**src/rtl/uart_arb_pkg.sv**
```systemverilog
// Shared types and sizing helpers for the UART transmitter arbiter.
package uart_arb_pkg;

  typedef enum logic [2:0] {
    StGuard,
    StIdle,
    StSend,
    StWaitDone,
    StDrain
  } arb_state_e;

  function automatic int unsigned guard_len(input int unsigned clks_per_bit);
    return 10 * clks_per_bit + 2;
  endfunction

  function automatic int unsigned cnt_width(input int unsigned clks_per_bit,
                                            input int unsigned hold_clks);
    int unsigned max_cnt;
    max_cnt = (guard_len(clks_per_bit) > hold_clks) ? guard_len(clks_per_bit) : hold_clks;
    return $clog2(max_cnt + 1);
  endfunction

endpackage

```
**src/rtl/uart_rr_picker.sv**
```systemverilog
// Combinational round-robin picker: first requester after the pointer, wrapping.
module uart_rr_picker #(
  parameter int unsigned NUM_REQ = 4,
  parameter int unsigned PtrW    = (NUM_REQ > 1) ? $clog2(NUM_REQ) : 1
) (
  input  logic [NUM_REQ-1:0] req_i,
  input  logic [PtrW-1:0]    ptr_i,
  output logic [NUM_REQ-1:0] grant_o,
  output logic               any_o
);

  logic [PtrW-1:0] idx;
  logic            found;

  always_comb begin
    grant_o = '0;
    found   = 1'b0;
    idx     = '0;
    // Offset 1 first so the pointer's own requester is checked last.
    for (int unsigned i = 1; i <= NUM_REQ; i++) begin
      idx = PtrW'((32'(ptr_i) + i) % NUM_REQ);
      if (!found && req_i[idx]) begin
        grant_o[idx] = 1'b1;
        found        = 1'b1;
      end
    end
  end

  assign any_o = |req_i;

endmodule

```
**src/rtl/uart_tx_arbiter.sv**
```systemverilog
// Frame-level round-robin arbiter in front of a single UART byte transmitter.
// Define UART_ARB_PRIO0_EN to give requester 0 strict priority at each pick.
module uart_tx_arbiter
  import uart_arb_pkg::*;
#(
  parameter int unsigned NUM_REQ      = 4,
  parameter int unsigned DATA_W       = 8,
  parameter int unsigned CLKS_PER_BIT = 5208,
  parameter int unsigned HOLD_CLKS    = 1000000
) (
  input  logic                      i_Clock,
  input  logic                      i_Reset,
  input  logic [NUM_REQ-1:0]        i_Req_Valid,
  input  logic [NUM_REQ*DATA_W-1:0] i_Req_Data,
  input  logic [NUM_REQ-1:0]        i_Req_Last,
  output logic [NUM_REQ-1:0]        o_Req_Ready,
  output logic                      o_TX_DV,
  output logic [DATA_W-1:0]         o_TX_Byte,
  input  logic                      i_TX_Done,
  output logic [NUM_REQ-1:0]        o_Grant,
  output logic                      o_Busy,
  output logic                      o_Abort
);

  localparam int unsigned PtrW     = (NUM_REQ > 1) ? $clog2(NUM_REQ) : 1;
  localparam int unsigned GuardLen = guard_len(CLKS_PER_BIT);
  localparam int unsigned CntW     = cnt_width(CLKS_PER_BIT, HOLD_CLKS);

  arb_state_e        state_q;
  logic [CntW-1:0]   cnt_q;
  logic [PtrW-1:0]   ptr_q;
  logic              last_q;
  logic              sent_q;

  logic [NUM_REQ-1:0] rr_req, rr_grant, pick;
  logic               rr_any, any_req;
  logic [PtrW-1:0]    owner_idx;
  logic               owner_valid, owner_last;
  logic [DATA_W-1:0]  owner_byte;
  logic               ptr_upd;

  uart_rr_picker #(
    .NUM_REQ (NUM_REQ),
    .PtrW    (PtrW)
  ) u_picker (
    .req_i   (rr_req),
    .ptr_i   (ptr_q),
    .grant_o (rr_grant),
    .any_o   (rr_any)
  );

`ifdef UART_ARB_PRIO0_EN
  // Requester 0 sits outside the rotation; the pointer only tracks 1..NUM_REQ-1.
  assign rr_req  = i_Req_Valid & ~NUM_REQ'(1);
  assign pick    = i_Req_Valid[0] ? NUM_REQ'(1) : rr_grant;
  assign any_req = rr_any | i_Req_Valid[0];
  assign ptr_upd = (owner_idx != '0);
`else
  assign rr_req  = i_Req_Valid;
  assign pick    = rr_grant;
  assign any_req = rr_any;
  assign ptr_upd = 1'b1;
`endif

  always_comb begin
    owner_idx = '0;
    for (int unsigned k = 0; k < NUM_REQ; k++) begin
      if (o_Grant[k]) owner_idx = PtrW'(k);
    end
  end

  assign owner_valid = |(i_Req_Valid & o_Grant);
  assign owner_last  = |(i_Req_Last & o_Grant);
  assign owner_byte  = i_Req_Data[owner_idx*DATA_W +: DATA_W];

  assign o_Req_Ready = (state_q == StSend) ? o_Grant : '0;
  assign o_Busy      = (state_q == StSend) || (state_q == StWaitDone) || (state_q == StDrain);

  always_ff @(posedge i_Clock or posedge i_Reset) begin
    if (i_Reset) begin
      state_q   <= StGuard;
      cnt_q     <= '0;
      ptr_q     <= PtrW'(NUM_REQ - 1);
      last_q    <= 1'b0;
      sent_q    <= 1'b0;
      o_Grant   <= '0;
      o_TX_DV   <= 1'b0;
      o_TX_Byte <= '0;
      o_Abort   <= 1'b0;
    end else begin
      o_TX_DV <= 1'b0;
      o_Abort <= 1'b0;
      unique case (state_q)
        StGuard: begin
          if (cnt_q == CntW'(GuardLen - 1)) begin
            cnt_q   <= '0;
            state_q <= StIdle;
          end else begin
            cnt_q <= cnt_q + 1'b1;
          end
        end
        StIdle: begin
          if (any_req) begin
            o_Grant <= pick;
            sent_q  <= 1'b0;
            cnt_q   <= '0;
            state_q <= StSend;
          end
        end
        StSend: begin
          if (owner_valid) begin
            o_TX_Byte <= owner_byte;
            o_TX_DV   <= 1'b1;
            last_q    <= owner_last;
            sent_q    <= 1'b1;
            cnt_q     <= '0;
            state_q   <= StWaitDone;
          end else if (sent_q) begin
            // Owner stalled mid-frame: give the transmitter to someone else.
            if (cnt_q == CntW'(HOLD_CLKS - 1)) begin
              o_Abort <= 1'b1;
              o_Grant <= '0;
              if (ptr_upd) ptr_q <= owner_idx;
              cnt_q   <= '0;
              state_q <= StIdle;
            end else begin
              cnt_q <= cnt_q + 1'b1;
            end
          end
        end
        StWaitDone: begin
          if (i_TX_Done) state_q <= StDrain;
        end
        StDrain: begin
          if (!i_TX_Done) begin
            if (last_q) begin
              if (ptr_upd) ptr_q <= owner_idx;
              o_Grant <= '0;
              state_q <= StIdle;
            end else begin
              state_q <= StSend;
            end
          end
        end
        default: state_q <= StGuard;
      endcase
    end
  end

endmodule
```
**config.mk**
```make
export PLATFORM = sky130hd
export DESIGN_NAME = uart_tx_arbiter
export DESIGN_NICKNAME = d
export VERILOG_FILES = /design/src/rtl/uart_arb_pkg.sv /design/src/rtl/uart_rr_picker.sv /design/src/rtl/uart_tx_arbiter.sv
export SDC_FILE = /design/constraint.sdc
export NUM_CORES = 1
export LEC_CHECK = 0
export ABC_CLOCK_PERIOD_IN_PS = 2500
export CAP_MARGIN = 20
export CORE_UTILIZATION = 40
export CTS_CLUSTER_DIAMETER = 100
export DETAILED_ROUTE_END_ITERATION = 10
export PLACE_DENSITY = 0.62
export SYNTH_ARGS = -nofsm -noshare
export SYNTH_HDL_FRONTEND = slang
export SYNTH_HIERARCHICAL = 1
export SYNTH_SLANG_ARGS = --single-unit
```
**constraint.sdc**
```tcl
create_clock -name i_Clock -period 2.5 [get_ports i_Clock]
set_input_delay 0.25 -clock i_Clock [delete_from_list [all_inputs] [get_ports i_Clock]]
set_output_delay 0.25 -clock i_Clock [all_outputs]
set_load 0.03 [all_outputs]
```
After elaboration in Yosys (flattened, before gate mapping)
Cells that the tools add are included.
{"block": "classes", "n_mux": 64, "bitwise": 5, "mul": 0, "div_mod_pow": 0, "shift": 1, "reduce_logical": 26, "magnitude_cmp": 8, "addsub": 5, "eq_ne": 17}
{"op": "2-to-1 mux 20 bit", "count": 5}
{"op": "one-hot mux 20 bit (3 select lines)", "count": 1}
{"op": "2-to-1 mux 4 bit", "count": 11}
{"op": "variable part select 32 x 6 -> 8 bit", "count": 1}
{"op": "2-to-1 mux 3 bit", "count": 7}
{"op": "adder 20 x 1 -> 20 bit (second input constant)", "count": 1}
{"op": "equality test 20 x 16 -> 1 bit (second input constant)", "count": 1}
{"op": "equality test 20 bit (second input constant)", "count": 1}
{"op": "2-to-1 mux 1 bit", "count": 20}
{"op": "2-to-1 mux 2 bit", "count": 8}
{"op": "inequality test 2 bit (second input constant)", "count": 8}
{"op": "one-hot mux 3 bit (5 select lines)", "count": 1}
{"op": "less-than comparator 2 x 3 -> 1 bit (second input constant)", "count": 4}
{"op": "OR 4 bit", "count": 3}
{"op": "one-hot mux 4 bit (3 select lines)", "count": 1}
{"op": "AND reduction 6 bit", "count": 2}
{"op": "OR reduction 4 bit", "count": 3}
{"op": "bitwise AND 4 bit", "count": 2}
{"op": "binary-select mux 1 bit (select 2 bit)", "count": 4}
{"op": "demux 1 bit (select 2 bit)", "count": 4}
{"op": "greater-or-equal comparator 2 x 1 -> 1 bit (second input constant)", "count": 4}
{"op": "logical AND 1 bit", "count": 7}
{"op": "AND reduction 7 bit", "count": 1}
{"op": "equality test 3 x 2 -> 1 bit (second input constant)", "count": 2}
{"op": "16 further kinds", "count": 24}
{"block": "totals", "elab_cells": 135, "latch_bits": 0, "mem_bits_rw": 0, "mem_count": 0, "reg_bits": 41, "input_bits": 43, "mem_bits_ro": 0}

Longest topological paths before layout
{"block": "logic_depth", "word_depth": 15, "mapped_depth": 9, "ltp_nobuf": 8}

Cells and area by module
Netlist, hierarchy kept.
{"mod": "uart_tx_arbiter", "area_each_um2": 2586.2, "cells_each": 284, "instances": 1}
{"mod": "uart_rr_picker", "area_each_um2": 365.4, "cells_each": 39, "instances": 1}

Least setup slack after synthesis
OpenSTA, ideal clock, no wires.
{"block": "synth_timing", "path_kind": "flip-flop to flip-flop", "from": "register ptr_q[0]", "to": "register o_Grant[1]", "period_less_slack_ps": 2338, "arrival_ps": 2259, "required_time_ps": 2421, "path_stages_with_launch": 9, "n_path_buf": 0, "path_slack_ps": 162, "path_cell_list": "dfstp_2 inv_1 ha_1 mux4_1 nor4b_4 nand2_1 o211ai_1 nand2_1 mux2i_1"}
{"block": "synth_between", "elab_chain_len": 15}
{"element": "start, declared", "line_no": "uart_tx_arbiter.sv:31", "rtl": "logic [PtrW-1:0] ptr_q;"}
{"element": "start signal, assigned", "line_no": "uart_tx_arbiter.sv:83", "rtl": "ptr_q <= PtrW'(NUM_REQ - 1);"}
{"element": "start signal, assigned", "line_no": "uart_tx_arbiter.sv:123", "rtl": "if (ptr_upd) ptr_q <= owner_idx;"}
{"element": "start signal, assigned", "line_no": "uart_tx_arbiter.sv:137", "rtl": "if (ptr_upd) ptr_q <= owner_idx;"}
{"element": "branches (longest 12 deep; another with less-than comparator 2 x 3 -> 1 bit)"}
{"element": "2-to-1 mux 4 bit (*)", "line_no": "uart_rr_picker.sv:22", "rtl": "if (!found && req_i[idx]) begin"}
{"element": "net pick[1]", "line_no": "uart_tx_arbiter.sv:35", "rtl": "logic [NUM_REQ-1:0] rr_req, rr_grant, pick;"}
{"element": "2-to-1 mux 4 bit (*)", "line_no": "uart_tx_arbiter.sv:103", "rtl": "if (any_req) begin"}
{"element": "one-hot mux 4 bit (3 select lines) (*)", "line_no": "uart_tx_arbiter.sv:93", "rtl": "unique case (state_q)"}
{"element": "end signal, assigned", "line_no": "uart_tx_arbiter.sv:104", "rtl": "o_Grant <= pick;"}
{"element": "end, declared", "line_no": "uart_tx_arbiter.sv:20", "rtl": "output logic [NUM_REQ-1:0] o_Grant,"}
Mark *: on every way through the listed nets, which the timed path passes. The select of a mux whose other input is x is not followed.
A chain may end at the register's enable or synchronous reset.

Worst setup path after layout
{"block": "layout_timing", "from": "register state_q[1]", "to": "output o_Busy"}
{"block": "layout_between", "elab_chain_len": 3}
{"element": "start, declared", "line_no": "uart_tx_arbiter.sv:29", "rtl": "arb_state_e state_q;"}
{"element": "start signal, assigned", "line_no": "uart_tx_arbiter.sv:81", "rtl": "state_q <= StGuard;"}
{"element": "start signal, assigned", "line_no": "uart_tx_arbiter.sv:97", "rtl": "state_q <= StIdle;"}
{"element": "start signal, assigned", "line_no": "uart_tx_arbiter.sv:107", "rtl": "state_q <= StSend;"}
{"element": "equality test 3 x 2 -> 1 bit", "line_no": "uart_tx_arbiter.sv:77", "rtl": "assign o_Busy = (state_q == StSend) || (state_q == StWaitDone) || (state_q == StDrain);"}
{"element": "logical OR 1 bit", "line_no": "uart_tx_arbiter.sv:77"}
{"element": "logical OR 1 bit (*)", "line_no": "uart_tx_arbiter.sv:77"}
{"element": "end, declared", "line_no": "uart_tx_arbiter.sv:21", "rtl": "output logic o_Busy,"}
Every way passes the cells marked *; elsewhere a longest branch is shown, timed or not.

==> results.md <==
* Status: completed
* Worst-Skew Late Latency at 0.29 ns
* Maximum vdd drop at 0.000562 V
* Vias at 2,701
* Most frequent cells in the layout: clkdlybuf4s50_1, dfrtp_1, a21oi_1
* CTS root buffer: clkbuf_8
* Setup Buffers After CTS at 0
* Worst setup path class: register to output pin
* First drt pass iteration count at 4
* Die Height at 87.9 um
* Largest family of logic cells by synthesized area: simple AND/OR/NAND/NOR gates
* Area Overhead vs Synth at 31.6%
* Least-Margin Pin Slew at 0.526 ns
* CTS-repair resized insts at 0
* Syn_area_per_cell at 9.14 um2
* Class of the worst hold path: input port to async pin
* Core box area at 6940 um2
* Cell count after synthesis at 323
* Max FO, Critical Path at 9
* DP Wirelength at 5.55 mm
* Vias/cell at 5.43
* RSZ-0062 raised after global routing: no
* Compound-Gate Fraction of Synth Area at 18.7%
* Final hold vios at 0
* Vias in the first global route at 2,607
* Flop-to-flop setup slack at 0.21 ns
* Most frequent CP cell: nor2b_1
* Clock buffer depth at 2
* LEAKAGE at 1.62 nW
* WL/cell at 14.7 um
* Clock transition at path regs at 0.09 ns
* Syn_nets at 376
* Minimum clock period at 2.34 ns
* H-tree depth at 2
* Initial core utilization at 42.5%
* Global-route wire length before repair at 12.1 mm
* CP Data Required Time at 2.25 ns
* Critical Path AT at 2.09 ns
* Fmax at 428 MHz
* Period Utilization, post-route at 93.6%
* Clock sink count at 41
* Post-synth EDFFs at 0
* Rel. slew slack at 64.9%
* Final net count at 453
* # fillers at 643
* Post-DP Area at 3770 um2
* Antenna violations before repair at 0
* I/O pin cnt at 62
* Gr usage total at 20.0%
* Post-Route Setup TNS at 0 ns
* TritonCTS buffer count at 5
* Post-synthesis cell type count at 57
* Post-synthesis register bit count at 41
* Pins Over Slew Limit at 0
* Synth Area in Simple Gates at 22.8%
* Die area at 7730 um2
* Global route overflow at 0
* Netlist Area Pre-Place at 2950 um2
* 1st-iter DRT viols at 139
* Pin count of the biggest net entering global routing at 42
* Clock skew at 0.0167 ns
* ANT cells at 0
* Final ANT Viol Nets at 0
* Critical-path cell list: nor2b_1, nor2b_1, or2_2, clkdlybuf4s50_1
* DRC at 0
* Cts hold-fix bufs at 0
* Commonest non-fill, non-tap cell in the layout: clkdlybuf4s50_1
* Crit path launch type: register
* Ys Warns at 6
* Die span in x at 87.9 um
* Proportion of synthesized area in mux cells at 10.8%
* Async S/R FF share, synth at 100%
* Std-Cell Rows at 30
* Finished Cell Area at 3880 um2
* Overall routed net length at 7.32 mm
* IO buf count at 61
* CTS tree: built
* GPL Wtd Cong at 0.866
* Slowest cell on crit path: clkdlybuf4s50_1
* Power density over cell area at 1020 nW/um2
* XOR/XNOR Fraction of Synth Area at 3.56%
* CP Capture Type: output pin
* Critical path's largest stage delay at 0.65 ns
* Layout cells sized above 1 at 13.5%
* Seq/Total Area, Yosys at 34.8%
* Synth Flop Type: dfrtp_1
* Adder-cell area share of the yosys netlist at 4.24%
* MaxCap Viol Count at 0
* Final setup viols at 0
## layer usage
metal	up-vias	track usage [%]	wire [um]
met5	-	0	0
met1	1294	26.5	3300
met3	8	3.68	326
met4	0	4.62	70
li1	1334	-	-
met2	65	34.0	3620
## cell type report
type	count	area, um2	area share [%]
Sequential cell	41	1030	26.5
Tap cell	96	120	3.09
Inverter	16	60.1	1.55
Timing Repair Buffer	86	798	20.5
Multi-Input combinational cell	250	1780	45.9
Clock buffer	7	86.3	2.22
Clock inverter	1	7.51	0.193
## registers in the layout, summed over array words and instances (netlist names)
register   count
o_Grant        4
sent_q         1
o_TX_DV        1
last_q         1
ptr_q          2
o_TX_Byte      8
cnt_q         20
state_q        3
o_Abort        1
## power breakdown
part	leakage, nW	switching, mW	internal, mW
Clock	0.0445	0.236	0.225
Combinational	1.05	1.38	1.07
Sequential	0.525	0.194	0.873
## cells in the mapped netlist (2+ instances only)
cell       number  area, um2
mux4_1          2       52.6
buf_6           2       22.5
and4_1          2       17.5
nand2b_1        4       25.0
xor2_1         11       96.3
a21oi_1        31        155
nor3_1          3       15.0
nor2b_1         3       18.8
nor4_1          2       12.5
buf_2           2       10.0
and2_1          4       25.0
o21ai_0        14       70.1
ha_1           10        125
mux4_2          2       45.0
o211ai_1        5       37.5
dfstp_2         2       52.6
a22oi_1         7       52.6
nor3b_1         5       37.5
nand4_1         6       37.5
clkbuf_1       11       41.3
a2111oi_2       2       30.0
a31oi_1         3       18.8
nor2_1         24       90.1
nand4b_1        4       35.0
dfrtp_1        39        976
o31ai_1         2       15.0
and3_1          5       31.3
a21o_1          5       37.5
nand3_1        16       80.1
a211oi_1        2       15.0
nor4b_1         2       17.5
or2_2           3       18.8
mux2i_1        21        210
inv_1          16       60.1
nand2_1        29        109
## stage by stage
stage          hold slack [ns]  power, mW  utilization [%]  worst slack, ns  std cells
2_1_floorplan            0.373       2.73                -            0.162        323
3_3_place_gp             0.514       3.45             54.3            0.143        488
3_5_place_dp             0.532       3.48             54.3            0.123        488
4_1_cts                  0.403       3.95             55.7           0.0964        496
5_1_grt                  0.463       4.26             55.9           0.0435        497
6_report                 0.363       3.98             55.9            0.161        497
## kinds of logic (layout without fill, tap and decap cells)
group / count (synthesis) / after routing
buffers and inverters: 32 / 110
muxes: 26 / 26
AOI/OAI and AO/OA: 82 / 82
DFF: 41 / 41
xor gates and xnor gates: 12 / 12
adders and majority gates: 10 / 10
and+or+nand+nor: 120 / 120
## worst max-delay path: cells and delay by family (launching register included)
kind          cells  cell delay, ns
buf+inv           1            0.65
flops             1            0.49
simple gates      3            0.66
## worst paths after layout
| check | from | depth (start not counted) | end |
|---|---|---|---|
| max in group asynchronous | i_Reset | 3 | ptr_q[0] |
| setup reg to reg | ptr_q[0] | 8 | o_Grant[1] |
| hold / removal | i_Reset | 3 | o_TX_Byte[2] |
| hold reg to reg | o_TX_Byte[5] | 2 | o_TX_Byte[5] |
| min in group i_Clock | o_TX_Byte[5] | 2 | o_TX_Byte[5] |
| setup / recovery | state_q[1] | 4 | o_Busy |
Note: power is estimated with default switching activity, not from simulation.
